**src/rtl/uart_sel_pkg.sv**
```systemverilog
// Shared types and ASCII constants for the UART console selector.
package uart_sel_pkg;

   typedef enum logic [2:0] {
      RxIdle,
      RxStart,
      RxData,
      RxStop,
      RxWaitHigh
   } rx_state_e;

   typedef enum logic {
      PIdle,
      PEsc
   } parse_state_e;

   localparam logic [7:0] CHAR_0    = 8'h30;
   localparam logic [7:0] CHAR_9    = 8'h39;
   localparam logic [7:0] CHAR_PLUS = 8'h2B;

endpackage

```
**src/rtl/uart_sel_rx.sv**
```systemverilog
// 8N1 receiver for the snooped host line: 2-flop synchronizer, mid-bit sampling, break handling.
module uart_sel_rx
   import uart_sel_pkg::*;
#(
   parameter int unsigned CLK_FREQ_HZ = 250000000,
   parameter int unsigned BAUD        = 115200
) (
   input  logic       shell_clk,
   input  logic       shell_rst_n,
   input  logic       shell_tx,
   output logic [7:0] byte_data,
   output logic       byte_valid,
   output logic       frame_err
);

   localparam int unsigned BIT_CYC = CLK_FREQ_HZ / BAUD;
   localparam int unsigned HALF    = BIT_CYC / 2;
   localparam int unsigned CNT_W   = $clog2(BIT_CYC);

   // Reload values are one less than the interval since expiry is detected at zero.
   localparam logic [CNT_W-1:0] BIT_LOAD  = CNT_W'(BIT_CYC - 1);
   localparam logic [CNT_W-1:0] HALF_LOAD = CNT_W'(HALF - 1);

   logic [1:0]       sync_q, sync_d;
   rx_state_e        state_q, state_d;
   logic [CNT_W-1:0] cnt_q, cnt_d;
   logic [2:0]       bit_q, bit_d;
   logic [7:0]       shift_q, shift_d;
   logic             rx_s;
   logic             tick;

   assign rx_s      = sync_q[1];
   assign tick      = (cnt_q == '0);
   assign byte_data = shift_q;

   always_comb begin
      sync_d     = {sync_q[0], shell_tx};
      state_d    = state_q;
      cnt_d      = tick ? cnt_q : cnt_q - CNT_W'(1);
      bit_d      = bit_q;
      shift_d    = shift_q;
      byte_valid = 1'b0;
      frame_err  = 1'b0;

      unique case (state_q)
         // Idle is only ever entered with rx_s high, so a low level here is a falling edge.
         RxIdle: begin
            if (!rx_s) begin
               cnt_d   = HALF_LOAD;
               state_d = RxStart;
            end
         end
         RxStart: begin
            if (tick) begin
               if (!rx_s) begin
                  cnt_d   = BIT_LOAD;
                  bit_d   = 3'd0;
                  state_d = RxData;
               end else begin
                  state_d = RxIdle;
               end
            end
         end
         RxData: begin
            if (tick) begin
               shift_d = {rx_s, shift_q[7:1]};
               cnt_d   = BIT_LOAD;
               bit_d   = bit_q + 3'd1;
               if (bit_q == 3'd7) begin
                  state_d = RxStop;
               end
            end
         end
         RxStop: begin
            if (tick) begin
               if (rx_s) begin
                  byte_valid = 1'b1;
                  state_d    = RxIdle;
               end else begin
                  frame_err = 1'b1;
                  state_d   = RxWaitHigh;
               end
            end
         end
         RxWaitHigh: begin
            if (rx_s) begin
               state_d = RxIdle;
            end
         end
         default: state_d = RxIdle;
      endcase
   end

   always_ff @(posedge shell_clk or negedge shell_rst_n) begin
      if (!shell_rst_n) begin
         sync_q  <= 2'b11;
         state_q <= RxIdle;
         cnt_q   <= '0;
         bit_q   <= 3'd0;
         shift_q <= 8'h00;
      end else begin
         sync_q  <= sync_d;
         state_q <= state_d;
         cnt_q   <= cnt_d;
         bit_q   <= bit_d;
         shift_q <= shift_d;
      end
   end

endmodule

```
**src/rtl/uart_console_selector.sv**
```systemverilog
// Snoops the host serial line and decodes ESC+digit / ESC+'+' into a console-select index.
// Optional escape timeout enabled by defining UART_SEL_TIMEOUT_EN.
module uart_console_selector
   import uart_sel_pkg::*;
#(
   parameter int unsigned PITON_N      = 4,
   parameter int unsigned PITON_N_LOG  = 2,
   parameter int unsigned CLK_FREQ_HZ  = 250000000,
   parameter int unsigned BAUD         = 115200,
   parameter logic [7:0]  ESC_CHAR     = 8'h01,
   parameter int unsigned TIMEOUT_BITS = 20
) (
   input  logic                   shell_clk,
   input  logic                   shell_rst_n,
   input  logic                   shell_tx,
   output logic [PITON_N_LOG-1:0] sw,
   output logic                   sw_changed,
   output logic                   frame_err
);

   if ((2 ** PITON_N_LOG) < PITON_N || TIMEOUT_BITS == 0) begin : g_bad_param
      $error("uart_console_selector: PITON_N_LOG too small or TIMEOUT_BITS zero");
   end

   logic [7:0]             byte_data;
   logic                   byte_valid;
   logic                   rx_frame_err;
   parse_state_e           pstate_q, pstate_d;
   logic [PITON_N_LOG-1:0] sw_q, sw_d;
   logic                   sw_changed_q, sw_changed_d;
   logic [7:0]             digit;
   logic                   is_digit;

   uart_sel_rx #(
      .CLK_FREQ_HZ(CLK_FREQ_HZ),
      .BAUD       (BAUD)
   ) u_rx (
      .shell_clk  (shell_clk),
      .shell_rst_n(shell_rst_n),
      .shell_tx   (shell_tx),
      .byte_data  (byte_data),
      .byte_valid (byte_valid),
      .frame_err  (rx_frame_err)
   );

`ifdef UART_SEL_TIMEOUT_EN
   localparam int unsigned TOUT_CYC = TIMEOUT_BITS * (CLK_FREQ_HZ / BAUD);
   localparam int unsigned TOUT_W   = $clog2(TOUT_CYC + 1);

   logic [TOUT_W-1:0] tmo_q, tmo_d;
   logic              tmo_expired;

   // Held at zero outside P_ESC, so it starts from zero on every entry.
   assign tmo_d       = (pstate_q == PEsc) ? tmo_q + TOUT_W'(1) : '0;
   assign tmo_expired = (pstate_q == PEsc) && (tmo_q == TOUT_W'(TOUT_CYC - 1));

   always_ff @(posedge shell_clk or negedge shell_rst_n) begin
      if (!shell_rst_n) begin
         tmo_q <= '0;
      end else begin
         tmo_q <= tmo_d;
      end
   end
`endif

   assign digit    = byte_data - CHAR_0;
   assign is_digit = (byte_data >= CHAR_0) && (byte_data <= CHAR_9);

   always_comb begin
      pstate_d = pstate_q;
      sw_d     = sw_q;

      if (rx_frame_err) begin
         pstate_d = PIdle;
      end else if (byte_valid) begin
         unique case (pstate_q)
            PIdle: begin
               if (byte_data == ESC_CHAR) begin
                  pstate_d = PEsc;
               end
            end
            PEsc: begin
               pstate_d = PIdle;
               if (is_digit) begin
                  if (32'(digit) < PITON_N) begin
                     sw_d = PITON_N_LOG'(digit);
                  end
               end else if (byte_data == CHAR_PLUS) begin
                  sw_d = (32'(sw_q) == PITON_N - 1) ? '0 : sw_q + PITON_N_LOG'(1);
               end
            end
            default: pstate_d = PIdle;
         endcase
`ifdef UART_SEL_TIMEOUT_EN
      end else if (tmo_expired) begin
         pstate_d = PIdle;
`endif
      end

      sw_changed_d = (sw_d != sw_q);
   end

   always_ff @(posedge shell_clk or negedge shell_rst_n) begin
      if (!shell_rst_n) begin
         pstate_q     <= PIdle;
         sw_q         <= '0;
         sw_changed_q <= 1'b0;
      end else begin
         pstate_q     <= pstate_d;
         sw_q         <= sw_d;
         sw_changed_q <= sw_changed_d;
      end
   end

   assign sw         = sw_q;
   assign sw_changed = sw_changed_q;
   assign frame_err  = rx_frame_err;

endmodule

```
**config.mk**
```make
export PLATFORM = sky130hd
export DESIGN_NAME = uart_console_selector
export DESIGN_NICKNAME = d
export VERILOG_FILES = /design/src/rtl/uart_sel_pkg.sv /design/src/rtl/uart_sel_rx.sv /design/src/rtl/uart_console_selector.sv
export SDC_FILE = /design/constraint.sdc
export NUM_CORES = 1
export LEC_CHECK = 0
export BUFFER_PORTS_ARGS = -buffer_cell sky130_fd_sc_hd__clkbuf_2
export CORE_UTILIZATION = 60
export CTS_CLUSTER_DIAMETER = 50
export DETAILED_ROUTE_END_ITERATION = 12
export GPL_ROUTABILITY_DRIVEN = 0
export PLACE_DENSITY = 0.78
export SYNTH_ARGS = -nofsm -noshare
export SYNTH_HDL_FRONTEND = slang
export SYNTH_SLANG_ARGS = --single-unit
export TNS_END_PERCENT = 100
```
**constraint.sdc**
```tcl
create_clock -name shell_clk -period 3 [get_ports shell_clk]
set_clock_uncertainty 0.15 [all_clocks]
set_input_delay 0.45 -clock shell_clk [delete_from_list [all_inputs] [get_ports shell_clk]]
set_output_delay 0.45 -clock shell_clk [all_outputs]
set_load 0.03 [all_outputs]
```
-- Word level (Yosys, flattened, before mapping)
Cells that the tools add are included.
- shift operators: 0
- reduce and logical (&&, ||, !) cells: 8
- multipliers: 0
- bitwise logic cells: 1
- add/subtract/negate cells: 4
- divide/modulo/power cells: 0
- $lt $le $gt $ge: 3
- eq/ne operators: 16
- muxes and demuxes: 36
- operators with widths (kind ; number):
    $mux W12 ; 5
    $pmux W12 S3 ; 1
    $mux W3 ; 10
    $mux W2 ; 8
    $pmux W3 S5 ; 1
    $logic_not A12 Y1 ; 1
    $sub A12 B1 Y12 const B ; 1
    $ne A2 B1 Y1 const B ; 5
    $mux W1 ; 9
    $eq A8 B1 Y1 const B ; 1
    $eq A8 B6 Y1 const B ; 1
    $ge A8 B6 Y1 const B ; 1
    $le A8 B6 Y1 const B ; 1
    $lt A8 B3 Y1 const B ; 1
    $sub A8 B6 Y8 const B ; 1
    $eq A3 B2 Y1 const B ; 2
    $eq A3 B3 Y1 const B ; 2
    $pmux W3 S2 ; 1
    $reduce_and A6 Y1 ; 1
    $ne A2 B2 Y1 const B ; 2
    $reduce_and A4 Y1 ; 1
    $reduce_bool A2 Y1 ; 2
    $add A3 B1 Y3 const B ; 1
    $eq A3 B1 Y1 const B ; 1
    other kinds (8) ; 8
- bits in read-only memories: 0
- memories kept: 0
- latch bits: 0
- word-level logic and storage cells: 76
- register bits: 32
- memory bits (writable): 0

-- Logic depth before layout (Yosys ltp)
- depth after elaboration: 8
- gate-level depth with buffers: 10
- depth with buffers taken out: 9

-- Modules after synthesis
From an unflattened synthesis, not the netlist that was laid out.
- cell total of the unflattened synthesis: 175
- area, all modules: 1783.0 um2
- modules (own cells, without submodules) (module ; area each (um2) ; times used ; seq. area each (um2) ; cells each):
    uart_sel_rx ; 1435.1 ; 1 ; 703.2 ; 133
    uart_console_selector ; 347.8 ; 1 ; 100.1 ; 42

-- Worst setup path after synthesis
OpenSTA, ideal clock, no wires.
- path type: register to register
- start: register u_rx.cnt_q[3]
- end: register u_rx.cnt_q[0]
- setup time: 65 ps
- arrival: 2510 ps
- data required time: 2785 ps
- setup slack: 275 ps
- cell stages (with the launch flop): 9
- path through: dfrtp_1 > or3_1 > buf_2 > nor4_4 > inv_4 > ha_1 > or4b_2 > o21ai_0 > a31o_2
- longest elaborated chain between the ends: 5
- elaborated cells on any way between the ends: 7
- ends and longest elaborated chain (element ; line ; RTL):
    start, declared ; uart_sel_rx.sv:26 ; logic [CNT_W-1:0] cnt_q, cnt_d;
    start signal, assigned ; uart_sel_rx.sv:104 ; cnt_q <= cnt_d;
    $logic_not A12 Y1 * ; uart_sel_rx.sv:33 ; assign tick = (cnt_q == '0);
    $mux W12 ; uart_sel_rx.sv:39 ; cnt_d = tick ? cnt_q : cnt_q - CNT_W'(1);
    $mux W12 ; uart_sel_rx.sv:55 ; if (!rx_s) begin
    $mux W12 ; uart_sel_rx.sv:54 ; if (tick) begin
    $pmux W12 S3 * ; uart_sel_rx.sv:45 ; unique case (state_q)
    net u_rx.cnt_d[0] ; uart_sel_rx.sv:26 ;
The timed path passes the listed nets; every way through them passes the cells marked *.
A chain may end at the register's enable or synchronous reset.

-- Final worst setup path
- start: register u_rx.cnt_q[3]
- end: output port frame_err
- longest elaborated chain between the ends: 3
- ends and longest elaborated chain (element ; line ; RTL):
    $logic_not A12 Y1 ; uart_sel_rx.sv:33 ;
    $mux W1 ; uart_sel_rx.sv:75 ; if (tick) begin
    $mux W1 ; uart_sel_rx.sv:45 ;
    end, declared ; uart_console_selector.sv:18 ; output logic frame_err
No other way between the ends.

==> metrics.md <==
| Metric | Value |
|---|---|
| DR vias/cell | 6.54 |
| Post-Synth Adder-Cell Area | 3.52% |
| WHS | 0.0217 ns |
| CTS Buffer Depth | 2 |
| Die area | 0.00318 mm^2 |
| Clock sink total | 32 |
| Area grow syn2layout | 7.68% |
| Mux contribution to synthesized area | under 10% |
| Routed vias | approximately 1400 |
| Status | finished, final reports clean |
| Flop pwr share | 57.0% |
| Comb pwr share | 1.5% |
| Ys async rst share | 100% |
| Initial Utilization | between 60 and 70% |
| WL per Instance | 16.3 um |
| Area of the mapped netlist | ~0.0018 mm^2 |
| Clock transition at path regs | 0.11 ns |
| Worst min-delay path class | primary input to asynchronous set/reset pin |
| Syn Nets | 178 |
| Standard-cell row count | 19 |
| Post-CTS setup buffer count | 0 |
| Routed Antenna Nets | 0 |
| WL final | roughly 3400 um |
| P per Cell Area | 399 mW/mm^2 |
| Syn avg cell area | 10.4 um^2 |
| Worst-Margin Slew | ~0.8 ns |
| Clk_lat worst skew | 0.33 ns |
| Reg2reg start | u_rx.cnt_q[3] |
| Setup crit end kind | output port |
| Max transition margin | 48.2% |
| Flops & latches, synth | 32 |
| CTS HTree Levels | 2 |
| Maximum VDD drop | roughly 470 uV |
| Synthesized netlist cell count | 170 |
| Initial antenna violation count | 0 |
| EDFF count, synth | 0 |
| Clk root buf | clkbuf_4 |
| FMAX | approximately 350 MHz |
| First-pass GRT wire length | 5910 um |
| Fin crit share | 95.0% |
| Largest net degree at the start of global routing | 33 |
| Startpoint types | flop |
| Vias in the first global route | 1312 |
| Crit path required time | 2.40 ns |
| Chip height | 56.4 um |
| RSZ-0062 raised after global routing | false |
| Post-synthesis simple-gate area fraction | 24.0% |
| Switch share | 20.1% |
| DRT Pass-1 Iters | 4 |
| Input/output buffers | 6 |
| Antenna cells | 0 |
| Grt ovf | 0 |
| DP HPWL | 2350 um |
| Number of fillers in the final layout | 212 |
| Sw power | 153 uW |
| Final Net Count | 185 |
| Predominant post-synthesis flop cell | dfrtp_1 |
| Worst slack at placement | 0.199 ns |
| Largest family of logic cells by synthesized area | simple AND/OR/NAND/NOR gates |
| Internal | 610 uW |
| GRT Total Usage | roughly a quarter |
| Post-synthesis compound-gate area fraction | 15.2% |
| CP Class | flop to output port |
| Post-layout util | 68.7% |
| Final Worst Setup Slack | 0.151 ns |
| DR iter-0 viols | 59 |
| CTS tree | done |
| Clock group share of total power | 41.5% |
| Post-route setup TNS | 0 ns |
| Critical Path Start | u_rx.cnt_q[3] |
| Xor/xnor cell area share of the yosys netlist | 0.987% |
| Max Transition Viols Final | 0 |
| Max_cap viols | 0 |
| Sequential element share of the synthesized area | 45.2% |
| Total number of yosys warnings | 0 |
| Crit path time final | roughly 2.8 ns |
| Die extent in x | 56.4 um |
| Num CTS Buffers | 5 |
| # IOs | 7 |
| Core region area | 0.00278 mm^2 |
| Static leakage | 0.816 nW |
| Arr. time, crit path | 2.25 ns |
| Layout cells sized above 1 | 20.8% |
| Final Hold Vio Count | 0 |
| Final setup viols | 0 |
| Peak fanout along the critical path | 15 |
| Post-synth cell types | 50 |
| # DRC | 0 |
Yosys cell counts, types with 3 or more instances:
| cell | count | area [um^2] |
|---|---|---|
| a211oi_1 | 3 | 22.5 |
| a21boi_0 | 3 | 22.5 |
| a21oi_1 | 6 | 30.0 |
| clkbuf_1 | 6 | 22.5 |
| dfrtp_1 | 30 | 751 |
| ha_1 | 5 | 62.6 |
| inv_1 | 7 | 26.3 |
| mux2_2 | 9 | 101 |
| mux2i_1 | 3 | 30.0 |
| nand2_1 | 9 | 33.8 |
| nand2b_1 | 3 | 18.8 |
| nand3_1 | 5 | 25.0 |
| nor2_1 | 9 | 33.8 |
| nor3_1 | 7 | 35.0 |
| nor3b_1 | 4 | 30.0 |
| nor4_1 | 6 | 37.5 |
| nor4b_1 | 3 | 26.3 |
| o211ai_1 | 5 | 37.5 |
| o21ai_0 | 4 | 20.0 |
| o31ai_1 | 3 | 22.5 |
| or3_1 | 3 | 18.8 |
final timing paths:
check,slack [ns],depth (start not counted),to
worst min register to register,0.20,0,u_rx.sync_q[1]
min in group shell_clk,0.05,1,u_rx.sync_q[0]
max in group asynchronous,2.18,1,u_rx.byte_data[5]
worst max-delay path,0.15,6,frame_err
worst min-delay path,0.02,1,u_rx.cnt_q[7]
worst max register to register,0.25,7,u_rx.cnt_q[0]
critical path: stages, from the launching register on:
cell and delay (ns):
dfrtp_1 0.45, or3_4 0.47, nor4_4 0.40, buf_6 0.21, nand2_1 0.10, nor2_1 0.09
clkbuf_2 0.20
cell usage in the layout, fill, tap and decap left out, types with 3 or more instances in the layout:
cell | netlist | final
o21ai_0 | 4 | 4
a21oi_1 | 6 | 6
o31ai_1 | 3 | 3
inv_1 | 7 | 7
clkbuf_2 | 0 | 6
nor2_1 | 9 | 9
nand3_1 | 5 | 5
ha_1 | 5 | 5
o211ai_1 | 5 | 5
dfrtp_1 | 30 | 30
nand2b_1 | 3 | 3
clkbuf_4 | 0 | 5
mux2_2 | 9 | 9
nor3b_1 | 4 | 4
nor4b_1 | 3 | 3
a211oi_1 | 3 | 3
nor3_1 | 7 | 7
a21boi_0 | 3 | 3
nand2_1 | 9 | 9
nor4_1 | 6 | 6
mux2i_1 | 3 | 3
cells by family (layout without fill, tap and decap cells):
| logic type | Yosys count | in the layout |
|---|---|---|
| AND/OR/NAND/NOR | 67 | 67 |
| AO/OA/AOI/OAI | 36 | 36 |
| flip-flops | 32 | 32 |
| buffers and inverters | 16 | 24 |
| multiplexers | 12 | 12 |
| adder cells (fa/ha/maj) | 5 | 5 |
| XOR/XNOR | 2 | 2 |
timing repair:
action | 4_1_cts | 5_1_grt
endpoints found under the setup margin | 0 | 1
hold endpoints to repair | 0 | 0
hold buffers | 0 | 0
resized for setup | 0 | 2
power groups by stage:
stage	Clock, mW	Combinational, mW	Sequential [mW]
after floorplan	0	0.00217	0.443
after global placement	0	0.0117	0.444
after detailed placement	0	0.0120	0.444
after CTS	0.324	0.0121	0.435
after global routing	0.342	0.0135	0.436
final	0.317	0.0115	0.435
layout make-up:
class                           count  area (um^2)  area share [%]
Clock inverter                      2         35.0            1.83
Clock buffer                        6         41.3            2.16
Sequential cell                    32          803            42.0
Inverter                            8         32.5            1.70
Timing Repair Buffer                8         48.8            2.55
Tap cell                           31         38.8            2.03
Multi-Input combinational cell    122          912            47.7
stage by stage:
step           cells  power (mW)  area (um^2)
4_1_cts          209       0.771         1900
2_1_floorplan    170       0.445         1780
3_3_place_gp     201       0.455         1830
5_1_grt          209       0.791         1910
3_5_place_dp     201       0.456         1830
6_report         209       0.763         1910
state kept, by name, indices dropped and copies added (netlist names):
name,count
u_rx.bit_q,3
sw,2
u_rx.cnt_q,12
pstate_q,1
u_rx.sync_q,2
u_rx.state_q,3
sw_changed,1
u_rx.byte_data,8
metal layers:
layer / track usage [%] / wire [um]
met1: 31.3 / 1570
met4: 8.01 / 50
met5: 0 / 0
met2: 40.0 / 1680
met3: 6.45 / 112
Power figures use the tool's default switching activity.
